[src/rtl/alias_window_pkg.sv]
// Shared types and elaboration helpers for the alias_window_reg bank.
// The commit FSM enum only matters when SHADOW_COMMIT_EN is defined.
package alias_window_pkg;

  typedef enum logic [1:0] {
    IDLE   = 2'd0,
    STAGED = 2'd1,
    COMMIT = 2'd2
  } aw_state_e;

  function automatic int chw(input int n);
    return (n <= 1) ? 1 : $clog2(n);
  endfunction

  function automatic int ov_width(input int width, input int win);
    return 2 * win - width;
  endfunction

endpackage

[src/rtl/alias_window_lane.sv]
// One channel: merges the low (A) and high (B) window writes into the stored word.
// With SHADOW_COMMIT_EN the merge targets a stage register that is copied to live on load.
module alias_window_lane
  import alias_window_pkg::*;
#(
  parameter int WIDTH     = 16,
  parameter int WIN       = 12,
  parameter bit PRIO_HIGH = 1'b1
) (
  input  logic             clk,
  input  logic             rst_n,
  input  logic             a_we,
  input  logic             b_we,
  input  logic [WIN-1:0]   a_data,
  input  logic [WIN-1:0]   b_data,
`ifdef SHADOW_COMMIT_EN
  input  logic             load,
`endif
  output logic [WIDTH-1:0] live
);

  logic [WIDTH-1:0] live_q;
  logic [WIDTH-1:0] base;
  logic [WIDTH-1:0] merged_d;

`ifdef SHADOW_COMMIT_EN
  logic [WIDTH-1:0] stage_q;
  assign base = stage_q;
`else
  assign base = live_q;
`endif

  // The port applied last owns the overlap bits.
  always_comb begin
    merged_d = base;
    if (PRIO_HIGH) begin
      if (a_we) merged_d[WIN-1:0]         = a_data;
      if (b_we) merged_d[WIDTH-1 -: WIN]  = b_data;
    end else begin
      if (b_we) merged_d[WIDTH-1 -: WIN]  = b_data;
      if (a_we) merged_d[WIN-1:0]         = a_data;
    end
  end

`ifdef SHADOW_COMMIT_EN
  always_ff @(posedge clk) begin
    if (!rst_n) begin
      stage_q <= '0;
      live_q  <= '0;
    end else begin
      stage_q <= merged_d;
      if (load) live_q <= stage_q;
    end
  end
`else
  always_ff @(posedge clk) begin
    if (!rst_n) live_q <= '0;
    else        live_q <= merged_d;
  end
`endif

  assign live = live_q;

endmodule

[src/rtl/alias_window_reg.sv]
// Multi-channel register bank with overlapping low/high write windows per channel.
// Optional SHADOW_COMMIT_EN: writes are staged and applied to q atomically on commit.
//
// state  | meaning
// IDLE   | nothing staged since last commit
// STAGED | at least one write staged, waiting for commit
// COMMIT | one cycle, ports stalled; live <- stage at exit edge
module alias_window_reg
  import alias_window_pkg::*;
#(
  parameter int WIDTH     = 16,
  parameter int WIN       = 12,
  parameter int NCH       = 4,
  parameter bit PRIO_HIGH = 1'b1,
  localparam int CHW      = chw(NCH)
) (
  input  logic                 clk,
  input  logic                 rst_n,
  input  logic                 a_valid,
  output logic                 a_ready,
  input  logic [CHW-1:0]       a_ch,
  input  logic [WIN-1:0]       a_data,
  input  logic                 b_valid,
  output logic                 b_ready,
  input  logic [CHW-1:0]       b_ch,
  input  logic [WIN-1:0]       b_data,
`ifdef SHADOW_COMMIT_EN
  input  logic                 commit,
  output logic                 commit_done,
  output logic                 pending,
`endif
  output logic [NCH*WIDTH-1:0] q,
  output logic [NCH*WIN-1:0]   q_low,
  output logic [NCH*WIN-1:0]   q_high,
  output logic                 conflict
);

  localparam int           OV    = ov_width(WIDTH, WIN);
  localparam logic [CHW:0] NCH_W = NCH[CHW:0];

  logic ready_q;
  logic conflict_q;
  logic conflict_d;
  logic a_acc, b_acc;

  assign a_acc = a_valid & ready_q;
  assign b_acc = b_valid & ready_q;

  // Out-of-range channels are accepted but match no lane.
  assign conflict_d = a_acc & b_acc & (a_ch == b_ch) & ({1'b0, a_ch} < NCH_W) & (OV > 0);

`ifdef SHADOW_COMMIT_EN
  aw_state_e state_q;
  logic      commit_done_q;
  logic      pending_q;

  always_ff @(posedge clk) begin
    if (!rst_n) begin
      state_q       <= IDLE;
      ready_q       <= 1'b0;
      conflict_q    <= 1'b0;
      commit_done_q <= 1'b0;
      pending_q     <= 1'b0;
    end else begin
      conflict_q    <= conflict_d;
      commit_done_q <= 1'b0;
      unique case (state_q)
        IDLE: begin
          if (commit) begin
            state_q   <= COMMIT;
            ready_q   <= 1'b0;
            pending_q <= 1'b1;
          end else if (a_acc || b_acc) begin
            state_q   <= STAGED;
            ready_q   <= 1'b1;
            pending_q <= 1'b1;
          end else begin
            ready_q   <= 1'b1;
            pending_q <= 1'b0;
          end
        end
        STAGED: begin
          pending_q <= 1'b1;
          if (commit) begin
            state_q <= COMMIT;
            ready_q <= 1'b0;
          end else begin
            ready_q <= 1'b1;
          end
        end
        COMMIT: begin
          state_q       <= IDLE;
          ready_q       <= 1'b1;
          pending_q     <= 1'b0;
          commit_done_q <= 1'b1;
        end
        default: begin
          state_q   <= IDLE;
          ready_q   <= 1'b1;
          pending_q <= 1'b0;
        end
      endcase
    end
  end

  assign commit_done = commit_done_q;
  assign pending     = pending_q;
`else
  always_ff @(posedge clk) begin
    if (!rst_n) begin
      ready_q    <= 1'b0;
      conflict_q <= 1'b0;
    end else begin
      ready_q    <= 1'b1;
      conflict_q <= conflict_d;
    end
  end
`endif

  for (genvar i = 0; i < NCH; i++) begin : g_lane
    alias_window_lane #(
      .WIDTH     (WIDTH),
      .WIN       (WIN),
      .PRIO_HIGH (PRIO_HIGH)
    ) u_lane (
      .clk    (clk),
      .rst_n  (rst_n),
      .a_we   (a_acc && (a_ch == CHW'(i))),
      .b_we   (b_acc && (b_ch == CHW'(i))),
      .a_data (a_data),
      .b_data (b_data),
`ifdef SHADOW_COMMIT_EN
      .load   (state_q == COMMIT),
`endif
      .live   (q[i*WIDTH +: WIDTH])
    );

    assign q_low[i*WIN +: WIN]  = q[i*WIDTH +: WIN];
    assign q_high[i*WIN +: WIN] = q[i*WIDTH + WIDTH - WIN +: WIN];
  end

  assign a_ready  = ready_q;
  assign b_ready  = ready_q;
  assign conflict = conflict_q;

endmodule
[config.mk]
export PLATFORM = sky130hd
export DESIGN_NAME = alias_window_reg
export DESIGN_NICKNAME = d
export VERILOG_FILES = /design/src/rtl/alias_window_pkg.sv /design/src/rtl/alias_window_lane.sv /design/src/rtl/alias_window_reg.sv
export SDC_FILE = /design/constraint.sdc
export NUM_CORES = 1
export LEC_CHECK = 0
export CAP_MARGIN = 40
export CORE_AREA = 5 5 97 99
export DETAILED_ROUTE_END_ITERATION = 8
export DIE_AREA = 0 0 102 104
export PLACE_DENSITY = 0.83
export SLEW_MARGIN = 20
export SYNTH_ARGS = -nofsm -noshare
export SYNTH_HDL_FRONTEND = slang
export SYNTH_SLANG_ARGS = --single-unit
export TNS_END_PERCENT = 100
[constraint.sdc]
create_clock -name clk -period 2.4 [get_ports clk]
set_clock_uncertainty 0.2 [all_clocks]
set_input_delay 0.48 -clock clk [delete_from_list [all_inputs] [get_ports clk]]
set_output_delay 0.48 -clock clk [all_outputs]
set_load 0.02 [all_outputs]
# ---- Word level (Yosys, flattened, before mapping)
# Cells that the tools add are included.
dict set report word_totals {
  reg_bits 66
  in_bits 32
  out_inout_bits 163
  elab_cells 48
}
dict set report classes {
  eq_ne 7
  mux 9
  n_bitwise 4
  n_reduce_logical 14
}
# op n
set ops {}
lappend ops {{2-to-1 mux 12 bit} 4}
lappend ops {{2-to-1 mux 8 bit} 4}
lappend ops {{== test 2 bit, second input constant} 4}
lappend ops {{logical AND 1 bit} 8}
lappend ops {{nonzero test 2 bit} 4}
lappend ops {{bitwise AND 1 bit} 4}
lappend ops {{== test 2 x 1 -> 1 bit, second input constant} 2}
lappend ops {{logical NOT 2 bit} 2}
lappend ops {{== test 2 bit} 1}
lappend ops {{2-to-1 mux 1 bit} 1}

# ---- Logic depth before layout (Yosys ltp)
# Gate-level depths: netlist of the first run.
dict set report logic_depth {
  depth_word 4
  depth_mapped 5
  ltp_nobuf 3
}

# ---- By module
# Synthesis of the first run repeated with hierarchy kept, for this count alone.
dict set report hier_totals {
  hier_cells 357
  area_unflattened_um2 3737.3
}
# module n_inst cells_per_inst area_each_um2 seq_area_each_um2
set modules_own_cells {}
lappend modules_own_cells {alias_window_lane 4 60 718.2 320.3}
lappend modules_own_cells {alias_window_reg 1 117 864.6 40.0}

# ---- Worst setup path before layout of the first run
# No wires, ideal clock.
dict set report synth_timing {
  path_kind {register to register}
  startpoint {register ready_q, in the netlist a_ready}
  endpoint {register g_lane[0].u_lane.live_q[10]}
  setup_ns 0.074
  t_arrival_ns 1.288
  required_time_ns 2.126
  slack_ns 0.838
  stages_incl_launch_ff 6
  path_buffers 2
  period_less_slack_ns 1.562
  cell_sequence {dfxtp_1 buf_4 and4bb_1 buf_2 nand2_1 a31oi_1}
}
dict set report synth_between {
  elab_chain_len 3
  elab_cells_between_ends 6
  cone_classes {1 x mux; 2 x bitwise; 3 x reduce/logical}
}
# item line_no
set synth_rtl {}
lappend synth_rtl {{from (decl)} alias_window_reg.sv:41} ;# logic ready_q;
lappend synth_rtl {{from (signal assigned)} alias_window_reg.sv:111} ;# ready_q <= 1'b0;
lappend synth_rtl {{from (signal assigned)} alias_window_reg.sv:114} ;# ready_q <= 1'b1;
lappend synth_rtl {{bitwise AND 1 bit, on equally long branches} {alias_window_reg.sv:47, alias_window_reg.sv:46}}
lappend synth_rtl {{logical AND 1 bit, on equally long branches} {alias_window_reg.sv:129, alias_window_reg.sv:128}}
lappend synth_rtl {{2-to-1 mux 8 bit / nonzero test 2 bit (equally long branches)} n/a}
lappend synth_rtl {{to (signal assigned)} alias_window_lane.sv:58} ;# else live_q <= merged_d;
lappend synth_rtl {{to (decl)} alias_window_lane.sv:22} ;# logic [WIDTH-1:0] live_q;
# Parallel ways exist; a longest one is shown, timed or not.
# A chain may end at the register's enable or synchronous reset.

# ---- Worst setup path in the final report of the first run
dict set report layout_timing {
  startpoint {register g_lane[2].u_lane.live_q[6]}
  endpoint {output port q[38]}
}
# item line_no
set layout_lines {}
lappend layout_lines {{from (decl)} alias_window_lane.sv:22}
lappend layout_lines {{from (signal assigned)} alias_window_lane.sv:58}
lappend layout_lines {{to (decl)} alias_window_reg.sv:32} ;# output logic [NCH*WIDTH-1:0] q,
# No word-level cell between the ends.

==> results by group, run 1 <==
STA
  – Fmax: 477 MHz
  – Final Hold Fails: 0
  – Actual slew at the worst max-slew pin: 656 ps
  – Slew Viols, Final: 0
  – Final setup viols: 0
  – RSZ-0062 raised after global routing: no
  – Setup TNS: 0 ps
  – Final period utilization: 87.4%
  – Slew HR: 56.3%
  – Tmin final: 2100 ps

Detailed routing
  – Wire per inst: 17.6 um
  – Initial DRC count: 96
  – Residual DRC: 0
  – Vias post-DR: 3,079
  – Total routed wirelength: 10,900 um
  – Routed vias/inst: 4.95
  – DR pass1 iterations: 4
  – Antenna viol nets, final: 0

Placement
  – IO Port Bufs: 194
  – Post-Place Cells: 607
  – Final HPWL DP: 8280 um
  – Final GP Congestion: 0.809

Synthesis
  – Synth async-reset ratio: 0%
  – Synth top area share: 38.8%
  – Post-Synth Simple-Gate Area: 17.1%
  – Cell count after synthesis: 413
  – Top cells by area, synth: dfxtp_1 39%, buf_4 22%, nand2_1 11%, a31oi_1 5.9%, mux2i_1 4.7%
  – Compound-Gate Fraction of Synth Area: 14.1%
  – Post-synthesis cell type count: 19
  – Netlist Area Pre-Place: 3400 sq um
  – Ys Warns: 0
  – Seq/Total Area, Yosys: 38.8%
  – Post-synth EDFFs: 0
  – Largest family of logic cells by synthesized area: buffers and inverters
  – Post-Synth XOR/XNOR Area: 0.515%
  – Post-synth top cells: 98 x buf_4, 96 x nand2_1, 66 x dfxtp_1
  – Synth Flop Type: dfxtp_1
  – Yosys reg bits: 66
  – Adder-cell share of the synthesized area: 0%
  – Post-Syn Nets: 445
  – Synth area leader: dfxtp_1
  – Most common cell in the netlist: buf_4
  – Mean Syn Cell Area: 8.24 sq um
  – Mux contribution to synthesized area: 4.70%

Die
  – Rows: 34
  – Core ar.: 8470 sq um
  – Vert. Die Dim: 104 um
  – DIE AREA: 10,600 sq um
  – Initial cell density of the core: 40.2%
  – Die Width: 102 um
  – I/O pin count: 195

Critical path
  – Reg2reg end: g_lane[0].u_lane.live[9]$_SDFFE_PN0P_
  – CP max-delay cell: clkdlybuf4s50_1
  – Worst EP arrival: 1420 ps
  – CP Max Fanout: 4
  – Worst r2r src: a_ready$_DFF_P_
  – Worst setup EP type: output pin
  – Worst Setup Start Kind: flop
  – Worst R2R Setup Slack: 660 ps
  – Cell Chain, Critical Path: clkdlybuf4s50_1
  – Worst R2R Path Depth: 4
  – Setup Crit Path Kind: reg2out
  – CP required: 1720 ps
  – Worst path bufs/invs: 1
  – Critical Path Stages: 1
  – Crit-path max cell delay: 660 ps
  – Cell family with most CP delay: buffers and inverters

Pwr
  – VDD IR max: 0.000473 V
  – Pwr/cell area: 528 nW/um^2
  – Switch share: 27.3%
  – Pint: 1.90 mW
  – Total net switching power: 714 uW
  – Leakage Power: 1.79 nW
  – Reg power frac: 45.0%
  – Comb power frac: 20.7%
  – Clock Power Share: 34.2%

Clock network
  – CTS Buf Count: 9
  – CTS clk-pin slew, worst paths: 70 ps
  – Setup Fix Bufs, Post-CTS: 0
  – CTS tree: done
  – Skew-Pair Late Insertion Delay: 320 ps
  – CTS sink count: 66
  – CTS Root Cell: clkbuf_8
  – CTS max path bufs: 2
  – Hold buffer count at CTS: 0
  – PostCTS Resize Cnt: 0
  – H-Tree Depth: 3

Final layout
  – Filler Cells Inserted: 737
  – Fin cells: 622
  – Fin nets: 542
  – Layout cells sized above 1: 5.64%
  – ANT cells: 0
  – Area growth, synth to finish: 45.2%

Worst hold path
  – Critical hold path startpoint: g_lane[2].u_lane.live[3]$_SDFFE_PN0N_
  – WHS Path Cells: 2
  – Worst hold-check path type: reg2reg
  – Hold EP: g_lane[2].u_lane.live[3]$_SDFFE_PN0N_

Global route
  – GRT overflow: 0
  – Initial antenna violation count: 0
  – Vias in the first global route: 3,215
  – Gr usage total: 20.2%
  – Global-route wire length before repair: 16,800 um
  – Largest net degree at the start of global routing: 46

Run
  – Max-cap viol count: 0

Status
  – Status: completed
## worst max path at each step
stage	from	slack, ps	to
after floorplan	a_ready$_DFF_P_	840	g_lane[0].u_lane.live[10]$_SDFFE_PN0P_
after global placement	a_ch[0]	230	g_lane[0].u_lane.live[7]$_SDFFE_PN0P_
after detailed placement	a_ch[0]	170	g_lane[0].u_lane.live[8]$_SDFFE_PN0P_
after CTS	g_lane[2].u_lane.live[6]$_SDFFE_PN0P_	280	q[38]
after global routing	g_lane[2].u_lane.live[7]$_SDFFE_PN0P_	250	q_high[27]
final	g_lane[2].u_lane.live[6]$_SDFFE_PN0P_	300	q[38]
## worst min-delay path: cells and delay by family, from the launching register on
kind / cells / cell delay, ps
AOI/OAI and AO/OA: 1 / 50
and+or+nand+nor: 1 / 60
DFF: 1 / 330
## per-layer routing
| layer | vias up | global-route usage, % | share of wire, % |
|---|---|---|---|
| li1 | 1476 | - | - |
| met1 | 1437 | 22.7 | 38 |
| met2 | 157 | 36.5 | 51 |
| met3 | 9 | 6.37 | 10 |
| met4 | 0 | 4.50 | 1.1 |
| met5 | - | 0 | 0 |
## cells in the final DEF, fill, tap and decap left out, types with 3 or more instances in the layout
master / netlist / layout
clkdlybuf4s50_1: 0 / 193
nand2_1: 96 / 96
dfxtp_1: 66 / 66
a31oi_1: 32 / 32
o21ai_0: 30 / 30
mux2i_1: 16 / 16
nor2b_1: 16 / 16
a21boi_1: 16 / 16
buf_4: 98 / 14
clkbuf_8: 0 / 10
nand4b_1: 4 / 4
nand4_1: 3 / 3
## state kept, by name, summed over array words and instances (netlist names)
register / count
conflict: 1
a_ready: 1
g_lane.u_lane.live: 64
## area by class of cell
class                      instances  area (sq um)  area share, %
multi-input combinational        224          1240           25.1
sequential                        66          1320           26.7
timing repair buffer             209          2060           41.7
tap                              108           135           2.73
clock inverter                     3          40.0          0.810
clock buffer                      12           145           2.94
## cell families (layout without fill, tap and decap cells)
kind of cell / count (synthesis) / in the layout
xor gates and xnor gates: 2 / 2
buffers and inverters: 123 / 224
and+or+nand+nor: 126 / 126
AOI/OAI and AO/OA: 80 / 80
DFF: 66 / 66
muxes: 16 / 16
## power groups by stage
stage,sequential (mW),combinational (mW),clock (mW)
global placement,1.20,0.537,0
global route,1.18,0.573,0.971
CTS,1.18,0.547,0.919
finish,1.18,0.542,0.895
floorplan,1.24,0.277,0
detailed placement,1.20,0.545,0
## per-stage QoR
step	hold slack [ps]	area, sq um	total power [mW]	utilization (%)	setup slack, ps
detailed placement	268	4760	1.75	56.2	172
finish	279	4940	2.61	58.4	302
CTS	279	4940	2.64	58.4	284
global placement	262	4760	1.74	56.2	233
floorplan	308	3400	1.51	-	838
global route	291	4940	2.73	58.4	250
Note: power is estimated with default switching activity, not from simulation.
==> run 2, diff against run 1 <==
==> constraint.sdc (replaced) <==
create_clock -name clk -period 2.45 [get_ports clk]
set_clock_uncertainty 0.2 [all_clocks]
set_input_delay 0.49 -clock clk [delete_from_list [all_inputs] [get_ports clk]]
set_output_delay 0.49 -clock clk [all_outputs]
set_load 0.02 [all_outputs]
==> results of run 2 <==
Same layout as run 1 (identical final DEF). Status: completed.
Main changes from that run: setup slack after placement 172 ps -> 212 ps; setup slack after layout 302 ps -> 342 ps; register-to-register setup slack 660 ps -> 710 ps; total power 2.61 mW -> 2.56 mW; worst IR drop on VDD 0.000473 V -> 0.000463 V
==> run 3, diff against run 2 <==
--- a/config.mk
+++ b/config.mk
@@ -5,12 +5,11 @@
 export SDC_FILE = /design/constraint.sdc
 export NUM_CORES = 1
 export LEC_CHECK = 0
-export CAP_MARGIN = 40
-export CORE_AREA = 5 5 97 99
+export CAP_MARGIN = 20
+export CORE_AREA = 10 10 102 104
 export DETAILED_ROUTE_END_ITERATION = 8
-export DIE_AREA = 0 0 102 104
+export DIE_AREA = 0 0 112 114
 export PLACE_DENSITY = 0.83
-export SLEW_MARGIN = 20
 export SYNTH_ARGS = -nofsm -noshare
 export SYNTH_HDL_FRONTEND = slang
 export SYNTH_SLANG_ARGS = --single-unit
==> results by group, run 3 (synthesis results as in run 1) <==
Status
  – Status: completed (unchanged)

Detailed routing
  – Vias post-DR: 3,160 (was 3,079)
  – Total routed wirelength: 11,700 um (was 10,900 um)
  – DR pass1 iterations: 5 (was 4)
  – Wire per inst: 18.8 um (was 17.6 um)
  – Residual DRC: 0 (unchanged)
  – Antenna viol nets, final: 0 (unchanged)
  – Routed vias/inst: 5.08 (was 4.95)
  – Initial DRC count: 149 (was 96)

Global route
  – Largest net degree at the start of global routing: 42 (was 46)
  – GRT overflow: 0 (unchanged)
  – Initial antenna violation count: 0 (unchanged)
  – Gr usage total: 17.5% (was 20.2%)
  – Vias in the first global route: 3,314 (was 3,215)
  – Global-route wire length before repair: 18,000 um (was 16,800 um)

Critical path
  – Worst r2r src: a_ready$_DFF_P_ (unchanged)
  – CP Max Fanout: 4 (unchanged)
  – Critical path origin: g_lane[1].u_lane.live[7]$_SDFFE_PN0P_ (was g_lane[2].u_lane.live[6]$_SDFFE_PN0P_)
  – CP max-delay cell: clkdlybuf4s50_1 (unchanged)
  – Worst setup EP type: output pin (unchanged)
  – Worst path bufs/invs: 1 (unchanged)
  – Worst R2R Setup Slack: 890 ps (was 710 ps)
  – Cell family with most CP delay: buffers and inverters (unchanged)
  – CP Capture Point: q_low[19] (was q[38])
  – Critical Path Stages: 1 (unchanged)
  – Cell Chain, Critical Path: clkdlybuf4s50_1 (unchanged)
  – Setup Crit Path Kind: reg2out (unchanged)
  – Worst R2R Path Depth: 5 (was 4)
  – Crit-path max cell delay: 650 ps (was 660 ps)
  – Worst EP arrival: 1400 ps (was 1420 ps)
  – Reg2reg end: g_lane[0].u_lane.live[4]$_SDFFE_PN0P_ (was g_lane[0].u_lane.live[9]$_SDFFE_PN0P_)
  – CP required: 1760 ps (about the same)
  – Worst Setup Start Kind: flop (unchanged)

Clock network
  – H-Tree Depth: 3 (unchanged)
  – CTS tree: done (unchanged)
  – CTS sink count: 66 (unchanged)
  – PostCTS Resize Cnt: 0 (unchanged)
  – CTS Buf Count: 9 (unchanged)
  – Setup Fix Bufs, Post-CTS: 0 (unchanged)
  – Skew-Pair Late Insertion Delay: 330 ps (was 320 ps)
  – CTS clk-pin slew, worst paths: 70 ps (about the same)
  – CTS max path bufs: 2 (unchanged)
  – CTS Root Cell: clkbuf_8 (unchanged)
  – Hold buffer count at CTS: 0 (unchanged)

Final layout
  – Largest register FFs: 64 (unchanged)
  – Commonest non-fill, non-tap cell in the layout: clkdlybuf4s50_1 (unchanged)
  – ANT cells: 0 (unchanged)
  – Fin nets: 542 (unchanged)
  – Filler Cells Inserted: 727 (was 737)
  – Area growth, synth to finish: 44.9% (was 45.2%)
  – Commonest non-fill, non-tap cells in the layout: 193 x clkdlybuf4s50_1, 96 x nand2_1, 66 x dfxtp_1, 32 x a31oi_1, 30 x o21ai_0 (unchanged)
  – Fin util: 58.3% (was 58.4%)
  – Layout cells sized above 1: 5.64% (unchanged)

Die
  – Rows: 34 (unchanged)
  – Die Width: 112 um (was 102 um)
  – Vert. Die Dim: 114 um (was 104 um)
  – I/O pin count: 195 (unchanged)
  – Initial cell density of the core: 40.2% (unchanged)
  – Core ar.: 8470 sq um (unchanged)
  – DIE AREA: 12,800 sq um (was 10,600 sq um)

Placement
  – IO Port Bufs: 194 (unchanged)
  – Final HPWL DP: 8930 um (was 8280 um)
  – Final GP Congestion: 0.806 (was 0.809)
  – Setup WS pre-CTS: 327 ps (was 212 ps)

Pwr
  – Leakage Power: 1.78 nW (was 1.79 nW)
  – VDD IR max: 0.000243 V (was 0.000463 V)
  – Pwr/cell area: 519 nW/um^2 (was 518 nW/um^2)

STA
  – Fmax: 478 MHz (was 474 MHz)
  – Tmin final: 2090 ps (was 2110 ps)
  – Slew HR: 56.0% (was 56.3%)
  – Worst hold slack: 272 ps (was 279 ps)
  – Final period utilization: 85.4% (was 86.0%)
  – Final setup viols: 0 (unchanged)
  – Final worst setup slack: 357 ps (was 342 ps)
  – Actual slew at the worst max-slew pin: 660 ps (was 656 ps)
  – Final Hold Fails: 0 (unchanged)
  – Slew Viols, Final: 0 (unchanged)
  – RSZ-0062 raised after global routing: no (unchanged)
  – Setup TNS: 0 ps (unchanged)

Run
  – Max-cap viol count: 0 (unchanged)

Worst hold path
  – Worst hold-check path type: reg2reg (unchanged)
  – WHS Path Cells: 2 (unchanged)
run 3: cell type report:
cell class	count	area [sq um]	share of cell area [%]
clock buffers	12	145	2.94
clock inverters	3	40.0	0.812
multi-input cells	224	1240	25.2
flip-flops and latches	66	1320	26.8
well taps	108	135	2.74
repair buffers	209	2050	41.6
run 3: worst register-to-register path, delay by kind of cell (launching register included):
family	cells	cell delay [ps]
compound gates	2	320
buf+inv	2	430
flops	1	380
simple gates	1	120
run 3: routing by layer:
layer	vias to the layer above	global-route usage, %	wire length (um)
met1	1502	18.5	4620
met3	13	9.13	1260
met4	0	5.84	193
li1	1478	-	-
met2	167	29.4	5630
met5	-	0	0
run 3: how the worst min path moves through the flow:
stage	startpoint	to	slack (ps)
final	g_lane[1].u_lane.live[3]$_SDFFE_PN0N_	g_lane[1].u_lane.live[3]$_SDFFE_PN0N_	270
after global routing	g_lane[1].u_lane.live[3]$_SDFFE_PN0N_	g_lane[1].u_lane.live[3]$_SDFFE_PN0N_	300
after CTS	g_lane[1].u_lane.live[3]$_SDFFE_PN0N_	g_lane[1].u_lane.live[3]$_SDFFE_PN0N_	270
after detailed placement	g_lane[1].u_lane.live[3]$_SDFFE_PN0N_	g_lane[1].u_lane.live[3]$_SDFFE_PN0N_	270
after global placement	g_lane[1].u_lane.live[3]$_SDFFE_PN0N_	g_lane[1].u_lane.live[3]$_SDFFE_PN0N_	260
after floorplan	rst_n	a_ready$_DFF_P_	320
run 3: power by group:
part / internal (mW) / switching (mW) / total [mW]
Clock: 0.490 / 0.383 / 0.873
Sequential: 1.11 / 0.0398 / 1.15
Combinational: 0.259 / 0.278 / 0.536
Total: 1.86 / 0.701 / 2.56
run 3: per-stage QoR:
stage / area (sq um) / power, mW / std cells
2_1_floorplan: 3400 / 1.48 / 413
6_report: 4930 / 2.56 / 622
5_1_grt: 4930 / 2.67 / 622
3_5_place_dp: 4750 / 1.71 / 607
4_1_cts: 4930 / 2.58 / 622
3_3_place_gp: 4750 / 1.70 / 607
